<file path="config.mk">
export PLATFORM = sky130hd
export DESIGN_NAME = iic_key_cmd_flat
export DESIGN_NICKNAME = d
export VERILOG_FILES = /design/src/rtl/iic_pkg.sv /design/src/rtl/iic_key_cmd_if.sv /design/src/rtl/key_debounce.sv /design/src/rtl/iic_key_cmd.sv /design/src/flat_wrapper.sv
export SDC_FILE = /design/constraint.sdc
export NUM_CORES = 1
export LEC_CHECK = 0
export CAP_MARGIN = 15
export CORE_AREA = 2 2 79 81
export CTS_BUF_LIST = sky130_fd_sc_hd__clkbuf_4
export CTS_CLUSTER_DIAMETER = 100
export CTS_CLUSTER_SIZE = 16
export DETAILED_ROUTE_END_ITERATION = 12
export DIE_AREA = 0 0 81 83
export PLACE_DENSITY = 0.81
export RECOVER_POWER = 100
export SYNTH_ARGS = -nofsm -noshare
export SYNTH_HDL_FRONTEND = slang
export SYNTH_HIERARCHICAL = 1
export SYNTH_SLANG_ARGS = --single-unit
export TNS_END_PERCENT = 100
</file>
<file path="constraint.sdc">
create_clock -name s_clk -period 2 [get_ports s_clk]
set_input_delay 0.6 -clock s_clk [delete_from_list [all_inputs] [get_ports s_clk]]
set_output_delay 0.6 -clock s_clk [all_outputs]
set_load 0.01 [all_outputs]
</file>
<file path="src/rtl/iic_pkg.sv">
// Shared definitions for the key-to-I2C command front end:
// bus widths, default debounce length and the FSM state encoding.
package iic_pkg;

  localparam int ADDR_W = 8;
  localparam int DATA_W = 8;

  // 20 ms of stable level at a 50 MHz system clock.
  localparam int DEBOUNCE_CNT_DEF = 1_000_000;

  // Command FSM encoding, kept as plain constants so legacy tools and
  // waveform viewers see stable numeric values.
  localparam logic [2:0] ST_IDLE    = 3'd0;
  localparam logic [2:0] ST_WR_REQ  = 3'd1;
  localparam logic [2:0] ST_WR_WAIT = 3'd2;
  localparam logic [2:0] ST_RD_REQ  = 3'd3;
  localparam logic [2:0] ST_RD_WAIT = 3'd4;

endpackage

</file>
<file path="src/rtl/iic_key_cmd_if.sv">
// Command handshake between the key front end (master) and the I2C
// EEPROM controller (slave): request strobes, address/data out,
// completion pulse, read data and NACK status back.
interface iic_key_cmd_if;
  import iic_pkg::*;

  logic              iic_wr_req;
  logic              iic_rd_req;
  logic [ADDR_W-1:0] iic_addr;
  logic [DATA_W-1:0] iic_wdata;
  logic              iic_done;
  logic [DATA_W-1:0] iic_rdata;
  logic              iic_ack_err;

  modport master (
    output iic_wr_req, iic_rd_req, iic_addr, iic_wdata,
    input  iic_done, iic_rdata, iic_ack_err
  );

  modport slave (
    input  iic_wr_req, iic_rd_req, iic_addr, iic_wdata,
    output iic_done, iic_rdata, iic_ack_err
  );

endinterface

</file>
<file path="src/rtl/key_debounce.sv">
// One push-button channel: 2-FF synchroniser, stability counter and a
// single-cycle pulse on each accepted press (active-low key, 1->0).
// Release (0->1) is debounced the same way but produces no pulse.
module key_debounce
  import iic_pkg::*;
#(
  parameter int DEBOUNCE_CNT = DEBOUNCE_CNT_DEF
) (
  input  logic clk,
  input  logic rst_n,
  input  logic i_key,
  output logic o_press
);

  localparam int              CNT_W   = (DEBOUNCE_CNT > 1) ? $clog2(DEBOUNCE_CNT) : 1;
  localparam logic [CNT_W-1:0] CNT_MAX = CNT_W'(DEBOUNCE_CNT - 1);

  logic [1:0]       r_sync;
  logic             r_level;
  logic             r_level_d;
  logic [CNT_W-1:0] r_cnt;
  logic             w_sync;

  assign w_sync = r_sync[1];

  // Bring the raw pin into the clock domain; idle level of the key is 1.
  always_ff @(posedge clk or negedge rst_n) begin
    if (!rst_n) begin
      r_sync <= 2'b11;
    end else begin
      // NOTE: clocked state always uses <= so every register samples the
      // pre-edge values; a blocking = here would collapse the two stages.
      r_sync <= {r_sync[0], w_sync == w_sync ? i_key : i_key};
    end
  end

  // Count while the synchronised level disagrees with the accepted one;
  // any return to the accepted level restarts the count, so short
  // glitches never reach the end.
  always_ff @(posedge clk or negedge rst_n) begin
    if (!rst_n) begin
      r_cnt   <= '0;
      r_level <= 1'b1;
    end else if (w_sync == r_level) begin
      r_cnt <= '0;
    end else if (r_cnt == CNT_MAX) begin
      r_cnt   <= '0;
      r_level <= w_sync;
    end else begin
      r_cnt <= r_cnt + 1'b1;
    end
  end

  // Delayed copy of the accepted level for falling-edge detection.
  always_ff @(posedge clk or negedge rst_n) begin
    if (!rst_n) begin
      r_level_d <= 1'b1;
    end else begin
      r_level_d <= r_level;
    end
  end

  assign o_press = r_level_d & ~r_level;

endmodule

</file>
<file path="src/rtl/iic_key_cmd.sv">
// Key front end for the I2C EEPROM controller inside iic_top.
// key_in1 press -> one byte write of an incrementing counter,
// key_in2 press -> one byte read, result shown on led.
// Optional feature macro: IIC_CMD_TIMEOUT_EN adds a completion timeout
// in the wait states (TIMEOUT_CNT cycles); without it the FSM waits
// for iic_done indefinitely.
module iic_key_cmd
  import iic_pkg::*;
#(
  parameter int                DEBOUNCE_CNT = DEBOUNCE_CNT_DEF,
  parameter logic [ADDR_W-1:0] WORD_ADDR    = 8'h00,
  parameter logic [DATA_W-1:0] DATA_INIT    = 8'hA5,
  parameter int                TIMEOUT_CNT  = 2_000_000
) (
  input  logic              s_clk,
  input  logic              s_rst_n,
  input  logic              key_in1,
  input  logic              key_in2,
  iic_key_cmd_if.master     iic,
  output logic [DATA_W-1:0] led,
  output logic              busy,
  output logic              err
);

  logic [2:0]        r_state;
  logic [2:0]        w_state_nxt;
  logic [DATA_W-1:0] r_wdata;
  logic [DATA_W-1:0] r_led;
  logic              r_err;
  logic              w_press1;
  logic              w_press2;
  logic              w_wait;
  logic              w_tmo;
  logic              w_wr_done;
  logic              w_rd_done;

  key_debounce #(.DEBOUNCE_CNT(DEBOUNCE_CNT)) u_key_wr (
    .clk     (s_clk),
    .rst_n   (s_rst_n),
    .i_key   (key_in1),
    .o_press (w_press1)
  );

  key_debounce #(.DEBOUNCE_CNT(DEBOUNCE_CNT)) u_key_rd (
    .clk     (s_clk),
    .rst_n   (s_rst_n),
    .i_key   (key_in2),
    .o_press (w_press2)
  );

  assign w_wait    = (r_state == ST_WR_WAIT) || (r_state == ST_RD_WAIT);
  // iic_done only counts while a transaction is being waited on.
  assign w_wr_done = (r_state == ST_WR_WAIT) && iic.iic_done;
  assign w_rd_done = (r_state == ST_RD_WAIT) && iic.iic_done;

`ifdef IIC_CMD_TIMEOUT_EN
  localparam int               TMO_W   = (TIMEOUT_CNT > 1) ? $clog2(TIMEOUT_CNT) : 1;
  localparam logic [TMO_W-1:0] TMO_MAX = TMO_W'(TIMEOUT_CNT - 1);

  logic [TMO_W-1:0] r_tmo_cnt;

  // Wait-state watchdog; restarts on every state change so each
  // transaction gets the full window.
  always_ff @(posedge s_clk or negedge s_rst_n) begin
    if (!s_rst_n) begin
      r_tmo_cnt <= '0;
    end else if (!w_wait || (r_state != w_state_nxt)) begin
      r_tmo_cnt <= '0;
    end else begin
      r_tmo_cnt <= r_tmo_cnt + 1'b1;
    end
  end

  assign w_tmo = w_wait && !iic.iic_done && (r_tmo_cnt == TMO_MAX);
`else
  assign w_tmo = 1'b0;

  if (TIMEOUT_CNT < 2) begin : g_bad_timeout
    $error("iic_key_cmd: TIMEOUT_CNT must be at least 2");
  end
`endif

  // Next-state decode; presses outside IDLE are simply not looked at.
  always_comb begin
    // NOTE: default assignment first so no path through the case leaves
    // the signal unassigned, which would infer a latch.
    w_state_nxt = r_state;
    case (r_state)
      ST_IDLE: begin
        if (w_press1)      w_state_nxt = ST_WR_REQ;
        else if (w_press2) w_state_nxt = ST_RD_REQ;
      end
      ST_WR_REQ:  w_state_nxt = ST_WR_WAIT;
      ST_WR_WAIT: if (iic.iic_done || w_tmo) w_state_nxt = ST_IDLE;
      ST_RD_REQ:  w_state_nxt = ST_RD_WAIT;
      ST_RD_WAIT: if (iic.iic_done || w_tmo) w_state_nxt = ST_IDLE;
      default:    w_state_nxt = ST_IDLE;
    endcase
  end

  // State register.
  always_ff @(posedge s_clk or negedge s_rst_n) begin
    if (!s_rst_n) begin
      r_state <= ST_IDLE;
    end else begin
      r_state <= w_state_nxt;
    end
  end

  // Completion handling: write counter advances and err clears only on
  // an acknowledged transfer; NACK or timeout sets err and leaves data.
  always_ff @(posedge s_clk or negedge s_rst_n) begin
    if (!s_rst_n) begin
      r_wdata <= DATA_INIT;
      r_led   <= '0;
      r_err   <= 1'b0;
    end else if (w_wr_done) begin
      if (iic.iic_ack_err) begin
        r_err <= 1'b1;
      end else begin
        r_err   <= 1'b0;
        r_wdata <= r_wdata + 1'b1;
      end
    end else if (w_rd_done) begin
      if (iic.iic_ack_err) begin
        r_err <= 1'b1;
      end else begin
        r_err <= 1'b0;
        r_led <= iic.iic_rdata;
      end
    end else if (w_tmo) begin
      r_err <= 1'b1;
    end
  end

  assign iic.iic_wr_req = (r_state == ST_WR_REQ);
  assign iic.iic_rd_req = (r_state == ST_RD_REQ);
  assign iic.iic_addr   = WORD_ADDR;
  assign iic.iic_wdata  = r_wdata;
  assign led            = r_led;
  assign busy           = (r_state != ST_IDLE);
  assign err            = r_err;

endmodule

</file>
<file path="src/flat_wrapper.sv">
// flat-port wrapper written by rule: the top's interface ports become plain ports
module iic_key_cmd_flat import iic_pkg::*;
#(
  parameter int                DEBOUNCE_CNT = DEBOUNCE_CNT_DEF,
  parameter logic [ADDR_W-1:0] WORD_ADDR    = 8'h00,
  parameter logic [DATA_W-1:0] DATA_INIT    = 8'hA5,
  parameter int                TIMEOUT_CNT  = 2_000_000
)
  (s_clk, s_rst_n, key_in1, key_in2, led, busy, err, iic_iic_wr_req, iic_iic_rd_req, iic_iic_addr, iic_iic_wdata, iic_iic_done, iic_iic_rdata, iic_iic_ack_err);
  iic_key_cmd_if iic_i ();
  input  logic s_clk;
  input  logic s_rst_n;
  input  logic key_in1;
  input  logic key_in2;
  output logic [DATA_W-1:0] led;
  output logic busy;
  output logic err;
  output wire logic [$bits(iic_i.iic_wr_req)-1:0] iic_iic_wr_req;
  output wire logic [$bits(iic_i.iic_rd_req)-1:0] iic_iic_rd_req;
  output wire logic [$bits(iic_i.iic_addr)-1:0] iic_iic_addr;
  output wire logic [$bits(iic_i.iic_wdata)-1:0] iic_iic_wdata;
  input wire logic [$bits(iic_i.iic_done)-1:0] iic_iic_done;
  input wire logic [$bits(iic_i.iic_rdata)-1:0] iic_iic_rdata;
  input wire logic [$bits(iic_i.iic_ack_err)-1:0] iic_iic_ack_err;
  assign iic_iic_wr_req = iic_i.iic_wr_req;
  assign iic_iic_rd_req = iic_i.iic_rd_req;
  assign iic_iic_addr = iic_i.iic_addr;
  assign iic_iic_wdata = iic_i.iic_wdata;
  assign iic_i.iic_done = iic_iic_done;
  assign iic_i.iic_rdata = iic_iic_rdata;
  assign iic_i.iic_ack_err = iic_iic_ack_err;
  iic_key_cmd #(.DEBOUNCE_CNT(DEBOUNCE_CNT), .WORD_ADDR(WORD_ADDR), .DATA_INIT(DATA_INIT), .TIMEOUT_CNT(TIMEOUT_CNT)) u_core (.s_clk(s_clk), .s_rst_n(s_rst_n), .key_in1(key_in1), .key_in2(key_in2), .iic(iic_i), .led(led), .busy(busy), .err(err));
endmodule
</file>
; ---- Word-level counts from Yosys, hierarchy flattened
; Cells that the tools add are included.
[totals]
ff_bits = 68
input_bits = 14
output_inout_bits = 28
elab_cells = 55
[op_classes]
n_addsub = 3
n_eq_ne = 10
muxes = 11
n_bitwise = 8
reduce_logical = 11
[ops]
columns = op, n
row1 = $mux W20, 4
row2 = $add A20 B1 Y20 const B, 2
row3 = $eq A20 B20 Y1 const B, 2
row4 = $pmux W3 S4, 1
row5 = $mux W3, 3
row6 = $add A8 B1 Y8 const B, 1
row7 = $reduce_and A2 Y1, 4
row8 = $eq A3 B2 Y1 const B, 2
row9 = $not A1 Y1, 6
row10 = $eq A3 B1 Y1 const B, 1
row11 = $eq A3 B3 Y1 const B, 1
row12 = $logic_not A3 Y1, 1
row13 = $mux W1, 3
row14 = $ne A3 B3 Y1 const B, 1
row15 = $reduce_and A3 Y1, 1
row16 = $reduce_bool A3 Y1, 1
row17 = $and A1 B1 Y1, 2
row18 = $eq A1 B1 Y1, 2
row19 = $logic_and A1 B1 Y1, 2
row20 = $ne A2 B1 Y1 const B, 1
row21 = $reduce_bool A2 Y1, 1
row22 = $reduce_or A2 Y1, 1

; ---- Longest topological paths before layout
[logic_depth]
depth_word = 5
depth_mapped = 6
ltp_nobuf = 5

; ---- Hierarchy
; Netlist, hierarchy kept.
[by_module_without_submodules]
columns = module, n_inst, cells_per_inst, area_each_um2, seq_area_each_um2
row1 = key_debounce, 2, 110, 1151.1, 605.6
row2 = iic_key_cmd, 1, 77, 973.4, 505.5

; ---- Least setup slack after synthesis
; Ideal clock, no wire load.
[synth_timing]
kind = register to register
start = reg u_core.u_key_rd.r_cnt[4]
end = reg u_core.u_key_rd.r_cnt[17]
setup_ns = 0.078
t_arrival_ns = 1.541
required_time_ns = 1.922
path_slack_ns = 0.381
path_stages_with_launch = 5
path_buffers = 0
period_less_slack_ns = 1.619
path_cell_list = dfrtp_1 -> nand4_4 -> or4_1 -> or3_1 -> a21oi_1
[synth_between]
elab_chain_cells = 3
[synth_rtl]
columns = item, line
row1 = "start, declared", key_debounce.sv:21  ; logic [CNT_W-1:0] r_cnt;
row2 = "start signal, assigned", key_debounce.sv:50  ; r_cnt <= r_cnt + 1'b1;
row3 = $add A20 B1 Y20 or $eq A20 B20 Y1 (tied branches), "key_debounce.sv:50, key_debounce.sv:46"
row4 = $mux W20 *, key_debounce.sv:46  ; end else if (r_cnt == CNT_MAX) begin
row5 = $mux W20 *, key_debounce.sv:44  ; end else if (w_sync == r_level) begin
; Every way passes the cells marked *; elsewhere a longest branch is shown, timed or not.
; A chain may end at the register's enable or synchronous reset.

; ---- Worst setup path in the final report
[layout_timing]
start = reg u_core.r_state[2]
end = out busy
[layout_between]
elab_chain_cells = 1
[layout_rtl]
columns = item, line
row1 = "start, declared", iic_key_cmd.sv:25  ; logic [2:0] r_state;
row2 = "start signal, assigned", iic_key_cmd.sv:106  ; r_state <= w_state_nxt;
row3 = $reduce_bool A3 Y1, iic_key_cmd.sv:141  ; assign busy = (r_state != ST_IDLE);
row4 = "end, declared", flat_wrapper.sv:16  ; output logic busy;
; Every way passes these cells.

==> flow_metrics.tcl <==
set metrics [dict create \
    outcome "finished clean" \
    yosysMostFrequentCell "dfrtp_1" \
    io_pins 42 \
    track_usage_pct 19.9 \
    fin_crit_ns 1.94 \
    numCtsBuffers 9 \
    fin_skew_ns 0.0226 \
    ctsHoldBuffers 0 \
    async_reset_ff_share_pct 100 \
    grt_overflow 0 \
    die_h_um 83 \
    ant_nets 0 \
    dpl.hpwl_mm 4.40 \
    fp.dieW_um 81 \
    crit_arrival_ns 1.34 \
    p_seq_share_pct 58.8 \
    cp.required_ns 1.40 \
    nets 370 \
    ys_top_cells_by_area "dfrtp_1, dfstp_2, xnor2_1, nor2_1, mux2_2" \
    slew_violations 0 \
    place_inst 412 \
    coreArea_mm2 0.00582 \
    ys_types 41 \
    cp_max_fo 3 \
    avgSynthCellArea_um2 11.0 \
    dieArea_mm2 0.00672 \
    clk_path_buf_depth 2 \
    initial_core_util_pct 56.3 \
    leakage_uw 0.00165 \
    syn_to_final_growth_pct 17.8 \
    first_pass_iters 5 \
    slew_headroom_pct 43.1 \
    fmax_mhz 516 \
    finalHoldViolCount 0 \
    clkTransAtPathRegs_ns 0.12 \
    htree_levels 3 \
    gp_congestion 0.771 \
    numClockSinks 68 \
    cp_slowest_cell "dfrtp_1" \
    wl_per_cell_um 14.0 \
    grt_pass1_vias 2327 \
    reg2regPathDepth 4 \
    final_cells 433 \
    p_sw_uw 583 \
    synthesis.instances 297 \
    clkLatencyLatePin_ns 0.40 \
    layout-drive-gt1-share_pct 18.2 \
    worst_slew_pin_slew_ns 0.853 \
    crit_type "flop to output pin" \
    critPathCaptureType "output pin" \
    finalWirelength_mm 6.06 \
    drt_iter0_drc 96 \
    max-vdd-ir-drop_v 0.000598 \
    synthTopCellsByCount "dfrtp_1, nor2_1, xnor2_1" \
    cts_tree "yes" \
    power.share.clock_pct 36.2 \
    syn_area_mm2 0.00328 \
    path_cells "or3_4, buf_2" \
    max_stage_delay_ns 0.41 \
    yosys_warnings 6 \
    yosys.area.top_type "dfrtp_1" \
    rows 28 \
    synth.top_cell.area_share_pct 42.8 \
    synth-main-ff-cell "dfrtp_1" \
    drc 0 \
    root_buffer "clkbuf_4" \
    switching_share_pct 24.2 \
    fin_setup_tns_ns 0 \
    synth_edf_count 0 \
    antenna_found_initial 0 \
    hold_path_class "primary input to async pin" \
    diodes 0 \
    grt_pass1_wl_mm 10.6 \
    p_per_area_mw_per_mm2 623 \
    io_buffer_count 33 \
    vias 2328 \
    grt_max_degree 26 \
    synth-seq-cells 68 \
    via_per_inst 5.38 \
    comb_power_share_pct 4.9 \
    max_cap_viol_count 0 \
    period_share_pct 96.8 \
    start_kind "flop" \
    yosysSeqAreaShare_pct 52.4 \
    setup_viol 0 \
    p_int_uw 1820 \
]
-- through the flow --
stage | hold slack [ns] | total power, uW | instance area [um2] | worst slack [ns] | utilization [%]
after global placement | 0.347 | 1570 | 3740 | 0.0345 | 64.4
after CTS | 0.118 | 2440 | 3880 | 0.00516 | 66.7
final | 0.269 | 2410 | 3860 | 0.0637 | 66.4
after floorplan | 0.304 | 1490 | 3300 | 0.381 | -
after global routing | 0.355 | 2510 | 3860 | -0.0151 | 66.4
after detailed placement | 0.349 | 1570 | 3740 | -0.0136 | 64.4
-- routing by layer --
metal	GRT usage, %	share of wire, %	vias to the layer above
li1	-	-	1136
met1	27.0	46	1132
met2	32.0	50	51
met3	3.80	3.5	9
met4	6.63	1.1	0
met5	0	0	-
-- state kept, by name, indices dropped and copies added (netlist names) --
signal                     flops
u_core/u_key_wr/r_level        1
u_core/u_key_wr/r_sync         2
u_core/u_key_wr/r_cnt         20
u_core/u_key_rd/r_level_d      1
u_core/u_key_wr/r_level_d      1
u_core/err                     1
u_core/led                     8
u_core/u_key_rd/r_sync         2
u_core/r_state                 3
u_core/u_key_rd/r_level        1
u_core/u_key_rd/r_cnt         20
u_core/iic.iic_wdata           8
-- cell type report --
cell class	count	area, um2
fill	478	1960
multi-input combinational	216	1470
timing repair buffer	50	415
sequential	68	1720
tap	75	93.8
inverter	8	30.0
clock inverter	7	67.6
clock buffer	9	67.6
-- path summary, 6_finish.rpt --
check,slack (ns),from,endpoint
worst max-delay path,0.06,u_core/r_state[2]$_DFFE_PN0P_,busy
min in group s_clk,0.36,u_core/u_key_rd/r_sync[0]$_DFF_PN1_,u_core/u_key_rd/r_sync[1]$_DFF_PN1_
worst min-delay path,0.27,s_rst_n,u_core/u_key_wr/r_cnt[13]$_DFF_PN0_
worst max register to register,0.16,u_core/u_key_wr/r_cnt[8]$_DFF_PN0_,u_core/u_key_wr/r_cnt[17]$_DFF_PN0_
max in group asynchronous,0.65,s_rst_n,u_core/u_key_wr/r_level$_DFFE_PN1P_
worst min register to register,0.36,u_core/u_key_rd/r_sync[0]$_DFF_PN1_,u_core/u_key_rd/r_sync[1]$_DFF_PN1_
-- power groups by stage --
stage	Clock (uW)	Combinational (uW)	Sequential, uW
after detailed placement	0	131	1440
final	872	118	1420
after global placement	0	128	1440
after floorplan	0	54.3	1440
after global routing	956	135	1420
after CTS	893	130	1420
-- cell usage in the layout (no fill, tap or decap), drive strengths merged, types with 2 or more instances in the layout --
master,n
a21oi,5
and2,3
and3,2
and4,5
buf,12
clkbuf,17
clkdlybuf4s50,23
clkinv,4
clkinvlp,2
conb,8
dfrtp,56
dfstp,12
dlygate4sd2,5
dlygate4sd3,2
ha,3
inv,8
mux2,12
mux2i,4
nand2,15
nand3,15
nand4,14
nor2,42
nor2b,3
nor3,10
nor3b,2
nor4,10
nor4b,4
o21ai,6
o21bai,2
or3,5
or4,2
xnor2,29
xor2,11
-- critical path: cells and delay by family (launching register included) --
family        cells  cell delay (ns)
flops             1             0.41
simple gates      1             0.39
buf+inv           1             0.15
-- timing repair --
item	in CTS	in global routing
pin swaps	0	0
gates resized for setup	12	1
cloned	0	0
buffers inserted	1	4
endpoints found under the hold margin	0	0
setup endpoints to repair	8	6
-- cell families after synthesis --
group	share of synthesized area [%]
other cells	0.114
fa+ha+maj	1.15
buf+inv	3.74
xor+xnor	10.7
simple gates	24.1
flops	52.4
compound gates	2.37
mux	5.46
(Power assumes the default switching activity.)
